$ cat config.mk
export PLATFORM = sky130hd
export DESIGN_NAME = page_stream_fifo_flat
export DESIGN_NICKNAME = d
export VERILOG_FILES = /design/src/rtl/page_stream_pkg.sv /design/src/rtl/page_stream_fifo_if.sv /design/src/rtl/page_fifo_mem.sv /design/src/rtl/page_stream_fifo.sv /design/src/flat_wrapper.sv
export SDC_FILE = /design/constraint.sdc
export NUM_CORES = 1
export LEC_CHECK = 0
export BUFFER_PORTS_ARGS = -buffer_cell sky130_fd_sc_hd__buf_2
export CAP_MARGIN = 30
export CORE_MARGIN = 1
export CORE_UTILIZATION = 45
export CTS_CLUSTER_DIAMETER = 200
export DETAILED_ROUTE_END_ITERATION = 8
export PLACE_DENSITY_LB_ADDON = 0.15
export RECOVER_POWER = 100
export SLEW_MARGIN = 10
export SYNTH_ARGS = -nofsm -noshare
export SYNTH_HDL_FRONTEND = slang
export SYNTH_SLANG_ARGS = --single-unit
$ cat constraint.sdc
create_clock -name clk -period 5 [get_ports clk]
set_clock_uncertainty 0.15 [all_clocks]
set_input_delay 0.25 -clock clk [delete_from_list [all_inputs] [get_ports clk]]
set_output_delay 0.25 -clock clk [all_outputs]
set_load 0.005 [all_outputs]
$ cat src/rtl/page_stream_pkg.sv
// Shared types and helpers for the page stream FIFO.
package page_stream_pkg;

  localparam int unsigned DEFAULT_PAYLOAD_BITS = 32;

  typedef logic [DEFAULT_PAYLOAD_BITS-1:0] payload_t;

  // Ceiling log2; used only at elaboration to sanity-check DEPTH_BITS.
  function automatic int unsigned clog2(input int unsigned value);
    int unsigned res;
    res = 0;
    for (int unsigned i = 0; i < 32; i++) begin
      if ((64'(1) << i) < 64'(value)) res = i + 1;
    end
    return res;
  endfunction

endpackage

$ cat src/rtl/page_stream_fifo_if.sv
// ap_vld/ap_ack stream bundle: producer-to-FIFO and FIFO-to-consumer handshakes.
interface page_stream_fifo_if
  import page_stream_pkg::*;
#(
  parameter int unsigned PAYLOAD_BITS = DEFAULT_PAYLOAD_BITS
);

  logic [PAYLOAD_BITS-1:0] din;
  logic                    din_vld;
  logic                    din_ack;
  logic [PAYLOAD_BITS-1:0] dout;
  logic                    dout_vld;
  logic                    dout_ack;

  // Environment side: drives the producer and consumer halves.
  modport master (
    output din, din_vld, dout_ack,
    input  din_ack, dout, dout_vld
  );

  // FIFO side.
  modport slave (
    input  din, din_vld, dout_ack,
    output din_ack, dout, dout_vld
  );

endinterface

$ cat src/rtl/page_fifo_mem.sv
// Simple dual-port LUTRAM: synchronous write, asynchronous read.
module page_fifo_mem #(
  parameter int unsigned PAYLOAD_BITS = 32,
  parameter int unsigned DEPTH_BITS   = 4
) (
  input  logic                    clk,
  input  logic                    we,
  input  logic [DEPTH_BITS-1:0]   waddr,
  input  logic [PAYLOAD_BITS-1:0] wdata,
  input  logic [DEPTH_BITS-1:0]   raddr,
  output logic [PAYLOAD_BITS-1:0] rdata
);

  logic [PAYLOAD_BITS-1:0] mem [2**DEPTH_BITS];

  // Write port; contents are never cleared, reset only moves the pointers.
  always_ff @(posedge clk) begin
    if (we) mem[waddr] <= wdata;
  end

  assign rdata = mem[raddr];

endmodule

$ cat src/rtl/page_stream_fifo.sv
// First-word-fall-through elastic buffer between leaf_interface and user_kernel.
module page_stream_fifo
  import page_stream_pkg::*;
#(
  parameter int unsigned PAYLOAD_BITS    = DEFAULT_PAYLOAD_BITS,
  parameter int unsigned DEPTH_BITS      = 4,
  parameter int unsigned ALMOST_FULL_GAP = 2
) (
  input  logic                  clk,
  input  logic                  reset,
  page_stream_fifo_if.slave     s,
  output logic [DEPTH_BITS:0]   count,
  output logic                  almost_full,
  output logic [31:0]           xfer_cnt
);

  localparam int unsigned DEPTH = 2 ** DEPTH_BITS;
  localparam logic [DEPTH_BITS:0] FullLevel  = (DEPTH_BITS + 1)'(DEPTH);
  localparam logic [DEPTH_BITS:0] AfullLevel = (DEPTH_BITS + 1)'(DEPTH - ALMOST_FULL_GAP);

  if (ALMOST_FULL_GAP >= DEPTH) begin : g_bad_gap
    $error("ALMOST_FULL_GAP must be smaller than the FIFO depth");
  end
  if (DEPTH_BITS == 0 || clog2(DEPTH) != DEPTH_BITS) begin : g_bad_depth
    $error("DEPTH_BITS out of range");
  end

  logic [DEPTH_BITS-1:0] wr_ptr_q, wr_ptr_d;
  logic [DEPTH_BITS-1:0] rd_ptr_q, rd_ptr_d;
  logic [DEPTH_BITS:0]   count_q, count_d;
  logic [31:0]           xfer_cnt_q, xfer_cnt_d;
  logic                  push, pop;

  // Flags come only from registered count, so there is no din->dout or ack->ack path.
  always_comb begin
    s.din_ack   = (count_q != FullLevel);
    s.dout_vld  = (count_q != '0);
    almost_full = (count_q >= AfullLevel);
    push        = s.din_vld && s.din_ack;
    pop         = s.dout_vld && s.dout_ack;
  end

  // Pointer, occupancy and delivered-word bookkeeping; pointers wrap naturally mod DEPTH.
  always_comb begin
    wr_ptr_d   = wr_ptr_q;
    rd_ptr_d   = rd_ptr_q;
    count_d    = count_q;
    xfer_cnt_d = xfer_cnt_q;
    if (push) wr_ptr_d = wr_ptr_q + 1'b1;
    if (pop) begin
      rd_ptr_d   = rd_ptr_q + 1'b1;
      xfer_cnt_d = xfer_cnt_q + 32'd1;
    end
    if (push && !pop) count_d = count_q + 1'b1;
    else if (pop && !push) count_d = count_q - 1'b1;
  end

  // State registers with synchronous reset; a push/pop in the reset cycle is dropped.
  always_ff @(posedge clk) begin
    if (reset) begin
      wr_ptr_q   <= '0;
      rd_ptr_q   <= '0;
      count_q    <= '0;
      xfer_cnt_q <= '0;
    end else begin
      wr_ptr_q   <= wr_ptr_d;
      rd_ptr_q   <= rd_ptr_d;
      count_q    <= count_d;
      xfer_cnt_q <= xfer_cnt_d;
    end
  end

  page_fifo_mem #(
    .PAYLOAD_BITS (PAYLOAD_BITS),
    .DEPTH_BITS   (DEPTH_BITS)
  ) u_mem (
    .clk   (clk),
    .we    (push && !reset),
    .waddr (wr_ptr_q),
    .wdata (s.din),
    .raddr (rd_ptr_q),
    .rdata (s.dout)
  );

  assign count    = count_q;
  assign xfer_cnt = xfer_cnt_q;

endmodule

$ cat src/flat_wrapper.sv
// flat-port wrapper written by rule: the top's interface ports become plain ports
module page_stream_fifo_flat import page_stream_pkg::*;
#(
  parameter int unsigned PAYLOAD_BITS    = DEFAULT_PAYLOAD_BITS,
  parameter int unsigned DEPTH_BITS      = 4,
  parameter int unsigned ALMOST_FULL_GAP = 2
)
  (clk, reset, count, almost_full, xfer_cnt, s_din, s_din_vld, s_dout_ack, s_din_ack, s_dout, s_dout_vld);
  page_stream_fifo_if #(.PAYLOAD_BITS(PAYLOAD_BITS)) s_i ();
  input  logic clk;
  input  logic reset;
  output logic [DEPTH_BITS:0] count;
  output logic almost_full;
  output logic [31:0] xfer_cnt;
  input wire logic [$bits(s_i.din)-1:0] s_din;
  input wire logic [$bits(s_i.din_vld)-1:0] s_din_vld;
  input wire logic [$bits(s_i.dout_ack)-1:0] s_dout_ack;
  output wire logic [$bits(s_i.din_ack)-1:0] s_din_ack;
  output wire logic [$bits(s_i.dout)-1:0] s_dout;
  output wire logic [$bits(s_i.dout_vld)-1:0] s_dout_vld;
  assign s_i.din = s_din;
  assign s_i.din_vld = s_din_vld;
  assign s_i.dout_ack = s_dout_ack;
  assign s_din_ack = s_i.din_ack;
  assign s_dout = s_i.dout;
  assign s_dout_vld = s_i.dout_vld;
  page_stream_fifo #(.PAYLOAD_BITS(PAYLOAD_BITS), .DEPTH_BITS(DEPTH_BITS), .ALMOST_FULL_GAP(ALMOST_FULL_GAP)) u_core (.clk(clk), .reset(reset), .s(s_i), .count(count), .almost_full(almost_full), .xfer_cnt(xfer_cnt));
endmodule
# --- After elaboration in Yosys (flattened, before gate mapping) ---
# Memory sizes are Yosys's and may differ from the RTL's. A register that Yosys moved wholly into a read port is not among the register bits.
# Cells that the tools add are included.
word_totals:
  mem_count: 1
  mem_bits_rw: 512
  reg_bits: 45
  output_inout_bits: 72
classes:
  eq_ne: 1
  n_addsub: 5
  muxes: 6
  n_reduce_logical: 10
  order_cmp: 1
mem_list:
  columns: ["name", "depth", "width", "read_ports", "rd_ports_with_merged_regs", "wr", "line", "text"]
  rows:
  - ["u_core.u_mem.mem", 16, 32, 1, 1, 1, "page_fifo_mem.sv:14", "logic [PAYLOAD_BITS-1:0] mem [2**DEPTH_BITS];"]
ops:
  columns: ["operator", "count"]
  rows:
  - ["32-bit by 1-bit adder with 32-bit output (second input constant)", 1]
  - ["5-bit two-way mux", 2]
  - ["4-bit by 1-bit adder with 4-bit output (second input constant)", 2]
  - ["4-bit two-way mux", 2]
  - ["5-bit by 1-bit adder with 5-bit output (second input constant)", 1]
  - ["5-bit by 4-bit >= comparator with 1-bit output (second input constant)", 1]
  - ["1-bit logical AND", 5]
  - ["5-bit inequality test (second input constant)", 1]
  - ["5-bit nonzero test", 1]
  - ["5-bit by 1-bit subtractor with 5-bit output (second input constant)", 1]
  - ["1-bit logical NOT", 3]
  - ["1-bit two-way mux", 2]
  - ["2-bit nonzero test", 1]

# --- Longest topological paths before layout ---
# Gate-level depths: netlist (run 1).
depth:
  word_depth: 6
  ltp_mapped: 10
  mapped_depth_nobuf: 9

# --- Hierarchy ---
# From an unflattened synthesis (run 1), not the netlist that was laid out.
unflattened:
  hier_cells: 1078
  area_unflattened_um2: 21585.7
by_module_without_submodules:
  columns: ["module", "cells_each", "seq_area_each_um2", "instances", "area_per_inst_um2"]
  rows:
  - ["page_fifo_mem", 806, 15374.7, 1, 19213.4]
  - ["page_stream_fifo", 272, 900.9, 1, 2372.3]

# --- Worst setup path after synthesis (run 1) ---
# No wires, ideal clock.
synth_timing:
  path_type: "register -> register"
  startpoint: "register u_core.count_q[0], in the netlist u_core.count[0]"
  endpoint: "register u_core.count_q[4], in the netlist u_core.count[4]"
  path_buffers: 1
  stages_incl_launch_ff: 11
  arrival_ps: 2858
  path_slack_ps: 1872
  cell_sequence: "dfxtp_1 > or4_4 > buf_6 > o21ai_2 > ha_1 > inv_1 > fa_1 > a21o_1 > a21oi_1 > mux2i_1 > mux2_2"
synth_between:
  elab_chain_cells: 5
synth_rtl:
  columns: ["element", "line", "text"]
  rows:
  - ["from (decl)", "page_stream_fifo.sv:30", "logic [DEPTH_BITS:0] count_q, count_d;"]
  - ["from (signal assigned)", "page_stream_fifo.sv:68", "count_q <= count_d;"]
  - ["parallel branches: the longest is 5 deep, another holds 5-bit by 1-bit subtractor with 5-bit output", null, null]
# Parallel ways; which one is timed is not known. The select of a mux whose other input is x is not followed.
# A chain may end at the register's enable or synchronous reset.

==> results.cfg, run 1 <==
[layout]
seqCellArea_mm2 = 0.0164
final_core_util_pct = 52.4
multiInputGateArea_mm2 = 0.00503
layout_common_cells = edfxtp_1 (512), mux4_2 (160), clkbuf_1 (84)
drive_above_1_share_pct = 26.0
fill_cells = 3802
syn_to_final_growth_pct = 15.1
final_common_cell = edfxtp_1
final_nets = 1227
diodes = 0
final_cells = 1840

[critical_path]
rrSetupSlack_ns = 0.97
required_ns = 4.60
critical_path.max_fanout = 37
critPathKind = reg2out
r2r_start = u_core.count[1]$_SDFFE_PP0P_
r2r_end = u_core.u_mem.mem[7][20]$_DFFE_PP_
endpoint = s_dout[5]
r2r_cells = 4
critPathCaptureType = primary output
cp-start-kind = register
arrival_ns = 3.67

[synth]
synthCells = 1000
async_flop_share_pct = 0
syn_nets = 1047
synth_edf_count = 512
synth-compound-area-share_pct = 2.15
synth_area_mm2 = 0.0217
synth_top_area_cell = edfxtp_1
synth_top_area_share_pct = 70.9
yosys-top-cells-area = edfxtp_1 (71%), mux4_2 (17%), dfxtp_1 (4.5%)
yosysWarnings = 0
synthMuxAreaShare_pct = 16.9
synthSimpleGateAreaFrac_pct = 2.98
ys_types = 41
yosys_most_used_dff = edfxtp_1
seq_area_frac_synth_pct = 75.4
synthAdderAreaFrac_pct = 0.670
synth_seq_cells = 561
synth_top_family_by_area = multiplexers
syn_avg_cell_area_um2 = 21.7
synthXorXnorAreaFrac_pct = 0.525

[pwr]
cellLeakagePower_nw = 7.69
switchingPower_mw = 2.84
p_clk_share_pct = 34.7
cellPowerDensity_mw_per_mm2 = 459
vdd_ir_drop_max_mv = 0.333
p_seq_share_pct = 47.5
p_sw_share_pct = 24.8
total_power_mw = 11.5
combPwrFrac_pct = 17.7
p_int_mw = 8.61

[timing]
tightestPinTransition_ns = 2.06
max_freq_mhz = 246
finalWorstSetupSlack_ns = 0.928
finalCritPeriodShare_pct = 81.4
fin_crit_ns = 4.07
fin_setup_tns_ns = 0
slew_violations = 156
rsz0062_at_grt = no
setup_violations = 0
hold_viol_final = 0
maxSlewHeadroom_pct = -37.7

[drt]
ant_nets = 0
drtIter0Drc = 703
via_per_inst = 5.68
wl_per_cell_um = 25.0
wl_um = 46000
dr.pass1.iters = 5
drc = 0
num_vias = 10400

[worst_hold_path]
min_path_cells = 3
min_path_type = in2reg
min_from = reset

[die]
core_mm2 = 0.0476
rows = 80
die_h_um = 221
die_w_um = 221
start_util_pct = 45.5
io_pins = 108
die_area_mm2 = 0.0491

[grt]
antenna_found_initial = 1
grt_max_degree = 49
grt_use_total_pct = 19.4
grt_pass1_wl_um = 69900
grt-ovfl-total = 0
first_global_vias = 10900

[placed_design]
place_ws_ns = 1.73
gp_congestion = 0.711
place_inst = 1700
port_buffers = 107
dp.final_hpwl_um = 25600

[cts]
post_cts_buffers = 0
cts_tree = built
numCtsBuffers = 56
clock_sinks = 561
cts-root-buf = clkbuf_16
clk_pin_slew_ns = 0.06
clockBufferDepth = 3
h-tree-depth = 2
post_cts_resized = 0
clock_latency_ns = 0.60

[status]
status = finished, violations left
violations = capacitance limit, slew limit

[flow_run]
maxCapViolCount = 10
[worst min path at each step]
stage                                            end  slack [ns]
global placement    u_core.xfer_cnt[31]$_SDFFE_PP0P_        0.31
finish                  u_core.count[2]$_SDFFE_PP0P_        0.12
global route            u_core.count[2]$_SDFFE_PP0P_        0.14
detailed placement  u_core.xfer_cnt[31]$_SDFFE_PP0P_        0.32
CTS                     u_core.count[1]$_SDFFE_PP0P_        0.11
floorplan           u_core.u_mem.mem[0][0]$_DFFE_PP_        0.20
[what timing repair did]
item | in CTS | in global routing
hold buffers | 34 | 0
setup endpoints to repair | 0 | 0
endpoints found under the hold margin | 515 | 0
[per-layer routing]
metal,vias to the layer above,wire length [um],global-route usage [%]
met4,2,994,5.98
met2,246,22500,30.8
met5,-,13,0
met3,65,2060,3.09
li1,4599,-,-
met1,5533,20500,27.7
[flip-flops by register name, summed over array words and instances, names as in the netlist, named ones only]
name              cells
u_core.wr_ptr_q       4
u_core.xfer_cnt      32
u_core.count          5
u_core.u_mem.mem    512
u_core.rd_ptr_q       4
[synth_stat cells, types with 3 or more instances]
cell type / n
nor2_1: 40
or3_1: 11
o211ai_1: 4
xor2_1: 11
dfxtp_1: 49
o21ai_0: 11
or4_1: 16
buf_2: 13
mux4_2: 160
a21oi_1: 30
ha_1: 10
edfxtp_1: 512
and3_1: 5
buf_4: 6
clkbuf_1: 23
nand3_1: 11
o31ai_1: 17
inv_1: 6
buf_6: 3
nand2_1: 16
mux2i_1: 5
buf_1: 6
nand4_1: 6
and4_1: 4
[critical path: stages, from the launching register on]
cell,delay (ns)
dfxtp_2,1.31
buf_4,0.51
mux4_2,0.57
mux4_2,0.50
buf_2,0.15
[power groups by stage]
stage / clock (mW) / sequential, mW / combinational (mW)
after floorplan: 0 / 5.38 / 1.62
after global placement: 0 / 5.55 / 2.09
after detailed placement: 0 / 5.56 / 2.09
after CTS: 4.07 / 5.46 / 2.12
after global routing: 4.24 / 5.48 / 2.21
final: 3.98 / 5.44 / 2.03
[kinds of logic after synthesis]
family,count (synthesis)
compound gates,72
flops,561
xor+xnor,13
simple gates,118
buf+inv,59
fa+ha+maj,11
mux,166
[layout make-up]
| class | instances | area share (%) |
|---|---|---|
| timing repair buffer | 175 | 4.23 |
| clock buffer | 72 | 5.96 |
| multi-input combinational | 380 | 20.2 |
| tap | 615 | 3.08 |
| inverter | 6 | 0.0902 |
| clock inverter | 31 | 0.922 |
| sequential | 561 | 65.6 |
[per-stage QoR]
step,hold slack (ns),area [um2]
6_report,0.121,25000
5_1_grt,0.145,25000
4_1_cts,0.112,25200
3_5_place_dp,0.317,23100
3_3_place_gp,0.310,23100
2_1_floorplan,0.199,21700
Power figures use the tool's default switching activity.
==> run 2: changes to the inputs <==
- ABC_AREA: not set -> 1
- clock period: 5 -> 3.87 ns (I/O delays scaled with it)
==> run 2 against run 1 <==
The flow still finishes with violations (capacitance limit, slew limit). Setup slack worse by 0.40 ns. Clock power is 35% higher. Synthesized cell count increased by 85%. Global-route usage grew 2.6 points. Sequential power rose by 25%. Area after synthesis is 5.1% higher.
==> results.cfg, run 2 <==
[timing]
finalCritPeriodShare_pct = 86.3
setup_violations = 0
tightestPinTransition_ns = 1.54
slew_violations = 11
fin_crit_ns = 3.34
rsz0062_at_grt = no
fin_setup_tns_ns = 0
maxSlewHeadroom_pct = -3.35
max_freq_mhz = 299
finalWorstSetupSlack_ns = 0.529
hold_viol_final = 0

[synth]
async_flop_share_pct = 0
syn_avg_cell_area_um2 = 12.3
syn_nets = 1896
seq_area_frac_synth_pct = 71.8
yosys_most_used_dff = edfxtp_1
netlist_top_cells_count = edfxtp_1 (512), nor2_1 (385), o21ai_0 (257)
synthCells = 1849
synth_area_mm2 = 0.0228
synth_top_area_cell = edfxtp_1
synth_top_area_share_pct = 67.5
synth_most_common_cell = edfxtp_1
ys_types = 37
synth_seq_cells = 561
synth_edf_count = 512
yosysWarnings = 0
yosys-top-cells-area = edfxtp_1 (68%), nor2_1 (6.3%), o21ai_0 (5.6%)

[layout]
final_core_util_pct = 51.9
syn_to_final_growth_pct = 14.1
drive_above_1_share_pct = 8.91
final_nets = 2018
final_common_cell = edfxtp_1
largest_reg_flops = 512
layout_common_cells = edfxtp_1 (512), nor2_1 (373), o21ai_0 (258)
fill_cells = 4452
largest_register = u_core.u_mem.mem

[critical_path]
arrival_ns = 3.49
r2r_start = u_core.count[0]$_SDFFE_PP0P_
endpoint = u_core.u_mem.mem[7][31]$_DFFE_PP_
r2r_cells = 7
r2r_end = u_core.u_mem.mem[7][31]$_DFFE_PP_
critPathKind = reg2reg
slowest_delay_ns = 1.21
critical_path.max_fanout = 22
rrSetupSlack_ns = 0.53
required_ns = 4.02
crit_start = u_core.count[0]$_SDFFE_PP0P_
cp-start-kind = register
path_buf_inv = 2
slowest_stage = nor2_1
cp_num_cells = 7
crit_path_cell_trace = nor2_1 -> nand3_1 -> nand2_1 -> inv_1 -> nand2_1 -> nor2_1 -> buf_12
critPathCaptureType = register
path_delay_family = simple AND/OR/NAND/NOR gates

[grt]
grt_pass1_wl_um = 85300
grt_use_total_pct = 21.9
first_global_vias = 14400
antenna_found_initial = 2
grt_max_degree = 195
grt-ovfl-total = 0

[placed_design]
port_buffers = 107
place_ws_ns = 1.01
dp.final_hpwl_um = 30000
gp_congestion = 0.833

[die]
io_pins = 108
die_area_mm2 = 0.0515
rows = 82
start_util_pct = 45.5
core_mm2 = 0.0501
die_h_um = 227
die_w_um = 227

[cts]
clock_latency_ns = 0.61
clockBufferDepth = 3
post_cts_resized = 0
clk_pin_slew_ns = 0.06
clock_sinks = 561
numCtsBuffers = 57
cts_tree = built
h-tree-depth = 2
cts-root-buf = clkbuf_16

[drt]
dr.pass1.iters = 5
ant_nets = 0
num_vias = 14700
wl_um = 55800
via_per_inst = 5.47
drc = 0
wl_per_cell_um = 20.7
drtIter0Drc = 1100

[pwr]
vdd_ir_drop_max_mv = 0.409
cellPowerDensity_mw_per_mm2 = 576
cellLeakagePower_nw = 8.50
total_power_mw = 15.0

[worst_hold_path]
min_path_type = reg2reg
min_from = u_core.rd_ptr_q[2]$_SDFFE_PP0P_

[status]
status = finished, violations left
violations = capacitance limit, slew limit

[flow_run]
maxCapViolCount = 1
## run 2: changes by cell type after synthesis, sizes merged, moves of 24 or more
cell | before | now
nand2 | 16 | 113
clkbuf | 25 | 49
nor2 | 40 | 396
inv | 6 | 75
nand3 | 11 | 79
o221ai | 0 | 38
mux4 | 160 | 0
buf | 28 | 63
o211ai | 6 | 90
o21ai | 12 | 294
## run 2: logic make-up (layout without fill, tap and decap cells)
group                    count (synthesis)  in the layout  synth area share, %
adder cells (fa/ha/maj)                 11             11                0.637
AND/OR/NAND/NOR                        612            612                 11.0
other                                    0              2                    0
flip-flops                             561            561                 71.8
XOR/XNOR                                 6              6                0.231
buffers and inverters                  187            358                 4.27
AO/OA/AOI/OAI                          472            472                 12.0
## run 2: metal layers
layer / GRT usage (%) / share of wire, % / vias to the layer above
met4: 5.30 / 1.7 / 0
met5: 0 / 0 / -
met2: 34.9 / 47 / 394
li1: - / - / 6985
met1: 31.0 / 46 / 7281
met3: 4.28 / 5.8 / 64
## run 2: final cells by class
type	instances	area, um2	area share [%]
diodes	2	5.00	0.0193
clock buffers	72	1490	5.74
clock inverters	36	339	1.31
inverters	75	289	1.11
multi-input cells	1101	5500	21.2
flip-flops and latches	561	16400	63.0
well taps	672	841	3.24
repair buffers	175	1150	4.44
## run 2: power breakdown
group,internal (mW),switching (mW)
Clock,3.13,2.25
Combinational,0.897,1.87
Sequential,6.73,0.0912
## run 2: worst min path at each step
stage | to | depth (start not counted) | slack (ns)
2_1_floorplan | u_core.u_mem.mem[0][0]$_DFFE_PP_ | 0 | 0.14
3_3_place_gp | register | 2 | 0.31
3_5_place_dp | register | 2 | 0.32
4_1_cts | register | 2 | 0.34
5_1_grt | register | 2 | 0.36
6_report | register | 2 | 0.34
## run 2: stage by stage
| step | hold WS [ns] | instance area (um2) | std cells |
|---|---|---|---|
| after floorplan | 0.142 | 22800 | 1849 |
| after global placement | 0.310 | 24000 | 2549 |
| after detailed placement | 0.322 | 24000 | 2549 |
| after CTS | 0.337 | 26200 | 2692 |
| after global routing | 0.360 | 26000 | 2694 |
| final | 0.339 | 26000 | 2694 |
## run 2: what timing repair did
action / 4_1_cts / 5_1_grt
endpoints found under the hold margin: 535 / 0
setup buffers: 0 / 0
hold buffers: 35 / 0
## run 2: worst register-to-register path: stages, from the launching register on
cell     delay [ns]
dfxtp_1        0.43
nor2_1         0.11
nand3_1        0.12
nand2_1        0.15
inv_1          0.26
nand2_1        0.27
nor2_1         1.21
buf_12         0.31
==> run 3: changes to the inputs <==
- ABC_AREA: 1 -> not set
==> run 3 against run 2 <==
The run now ends clean. Final area fell by 3.4%. Non-clock buffer count fell by 2. Sequential share of layout area rose by 2.2 points. Utilization rose by 0.78 points. Maximum frequency fell by 3.8%. Combinational power fell by 3%. Cell count fell by 32%. Sequential power rose by 2%. Critical path type is now reg2out.
==> results.cfg, run 3 (synthesis gave the netlist of run 1 again) <==
[status]
status = finished clean

[cts]
clk_pin_slew_ns = 0.06
post_cts_resized = 0
clockBufferDepth = 3
cts_tree = built
cts-root-buf = clkbuf_16
h-tree-depth = 2
numCtsBuffers = 57
clock_sinks = 561
clock_latency_ns = 0.59

[drt]
num_vias = 10500
wl_per_cell_um = 24.9
ant_nets = 0
via_per_inst = 5.71
drtIter0Drc = 701
dr.pass1.iters = 5
drc = 0
wl_um = 45700

[critical_path]
critPathKind = reg2out
critical_path.max_fanout = 47
r2r_cells = 4
required_ns = 3.53
r2r_end = u_core.u_mem.mem[7][24]$_DFFE_PP_
r2r_start = u_core.count[0]$_SDFFE_PP0P_
cp-start-kind = register
arrival_ns = 3.13
rrSetupSlack_ns = 0.40
critPathCaptureType = primary output

[worst_hold_path]
min_path_type = in2reg
min_from = s_din_vld
min_path_cells = 4
hold_path_end = u_core.wr_ptr_q[0]$_SDFFE_PP0P_

[layout]
diodes = 0
layout_common_cells = edfxtp_1 (512), mux4_2 (160), clkbuf_1 (75)
final_nets = 1226
largest_reg_flops = 512
final_common_cell = edfxtp_1
largest_register = u_core.u_mem.mem
drive_above_1_share_pct = 27.2
syn_to_final_growth_pct = 15.8

[timing]
hold_viol_final = 0
max_freq_mhz = 288
rsz0062_at_grt = no
fin_setup_tns_ns = 0
maxSlewHeadroom_pct = 19.7
finalCritPeriodShare_pct = 89.8
slew_violations = 0
tightestPinTransition_ns = 1.20
fin_crit_ns = 3.47
setup_violations = 0
worst_hold_slack_ns = 0.0884

[die]
die_area_mm2 = 0.0491
core_mm2 = 0.0476
die_w_um = 221
io_pins = 108
die_h_um = 221
rows = 80
start_util_pct = 45.5

[flow_run]
maxCapViolCount = 0

[placed_design]
gp_congestion = 0.719
port_buffers = 107
dp.final_hpwl_um = 24800

[grt]
antenna_found_initial = 2
grt_max_degree = 48
first_global_vias = 10800
grt-ovfl-total = 0
grt_pass1_wl_um = 68600
grt_use_total_pct = 19.0

[pwr]
cellLeakagePower_nw = 7.73
vdd_ir_drop_max_mv = 0.304
total_power_mw = 14.7
cellPowerDensity_mw_per_mm2 = 585
[run 3: cell type report]
cell class | instances | area [um2]
fill | 3745 | 22500
multi-input combinational | 380 | 5080
clock inverter | 24 | 118
timing repair buffer | 173 | 1180
clock buffer | 78 | 1560
tap | 615 | 769
inverter | 6 | 22.5
sequential | 561 | 16400
[run 3: worst max path at each step]
stage	slack (ns)	end	cells past startpoint	start
CTS	0.46	s_dout[10]	4	register
floorplan	0.74	u_core.count[4]$_SDFFE_PP0P_	10	u_core.count[0]$_SDFFE_PP0P_
global placement	0.64	u_core.count[4]$_SDFFE_PP0P_	9	u_core.count[0]$_SDFFE_PP0P_
global route	0.21	u_core.u_mem.mem[11][0]$_DFFE_PP_	4	u_core.count[1]$_SDFFE_PP0P_
detailed placement	0.60	u_core.count[4]$_SDFFE_PP0P_	9	u_core.count[0]$_SDFFE_PP0P_
finish	0.40	s_dout[3]	4	register
[run 3: through the flow]
stage,std cells,instance area [um2],setup slack (ns),utilization [%]
final,1837,25100,0.395,52.7
after global routing,1837,25100,0.215,52.7
after CTS,1837,25300,0.465,53.1
after detailed placement,1700,23300,0.598,48.9
after global placement,1700,23300,0.638,48.9
after floorplan,1000,21700,0.742,-
[run 3: worst max-delay path: stages, from the launching register on]
cell and delay, ns:
dfxtp_2 1.05, buf_12 0.38, mux4_2 0.35, mux4_2 0.56, buf_2 0.16
[run 3: per-layer routing]
metal	global-route usage, %	wire length [um]	share of wire (%)
met3	3.82	2220	4.9
met1	26.7	20300	45
met2	30.7	22200	49
met4	4.73	827	1.8
met5	0	27	0.059
[run 3: power by group]
group          leakage [nW]  switching (mW)  total [mW]  internal [mW]
clock                 0.819            2.21        4.99           2.79
sequential             5.01           0.225        6.99           6.76
combinational          1.91            1.21        2.70           1.49
total                  7.73            3.64        14.7           11.0
[run 3: repair_timing]
action,4_1_cts,5_1_grt
setup buffers,0,0
hold buffers,35,0
hold endpoints to repair,524,0
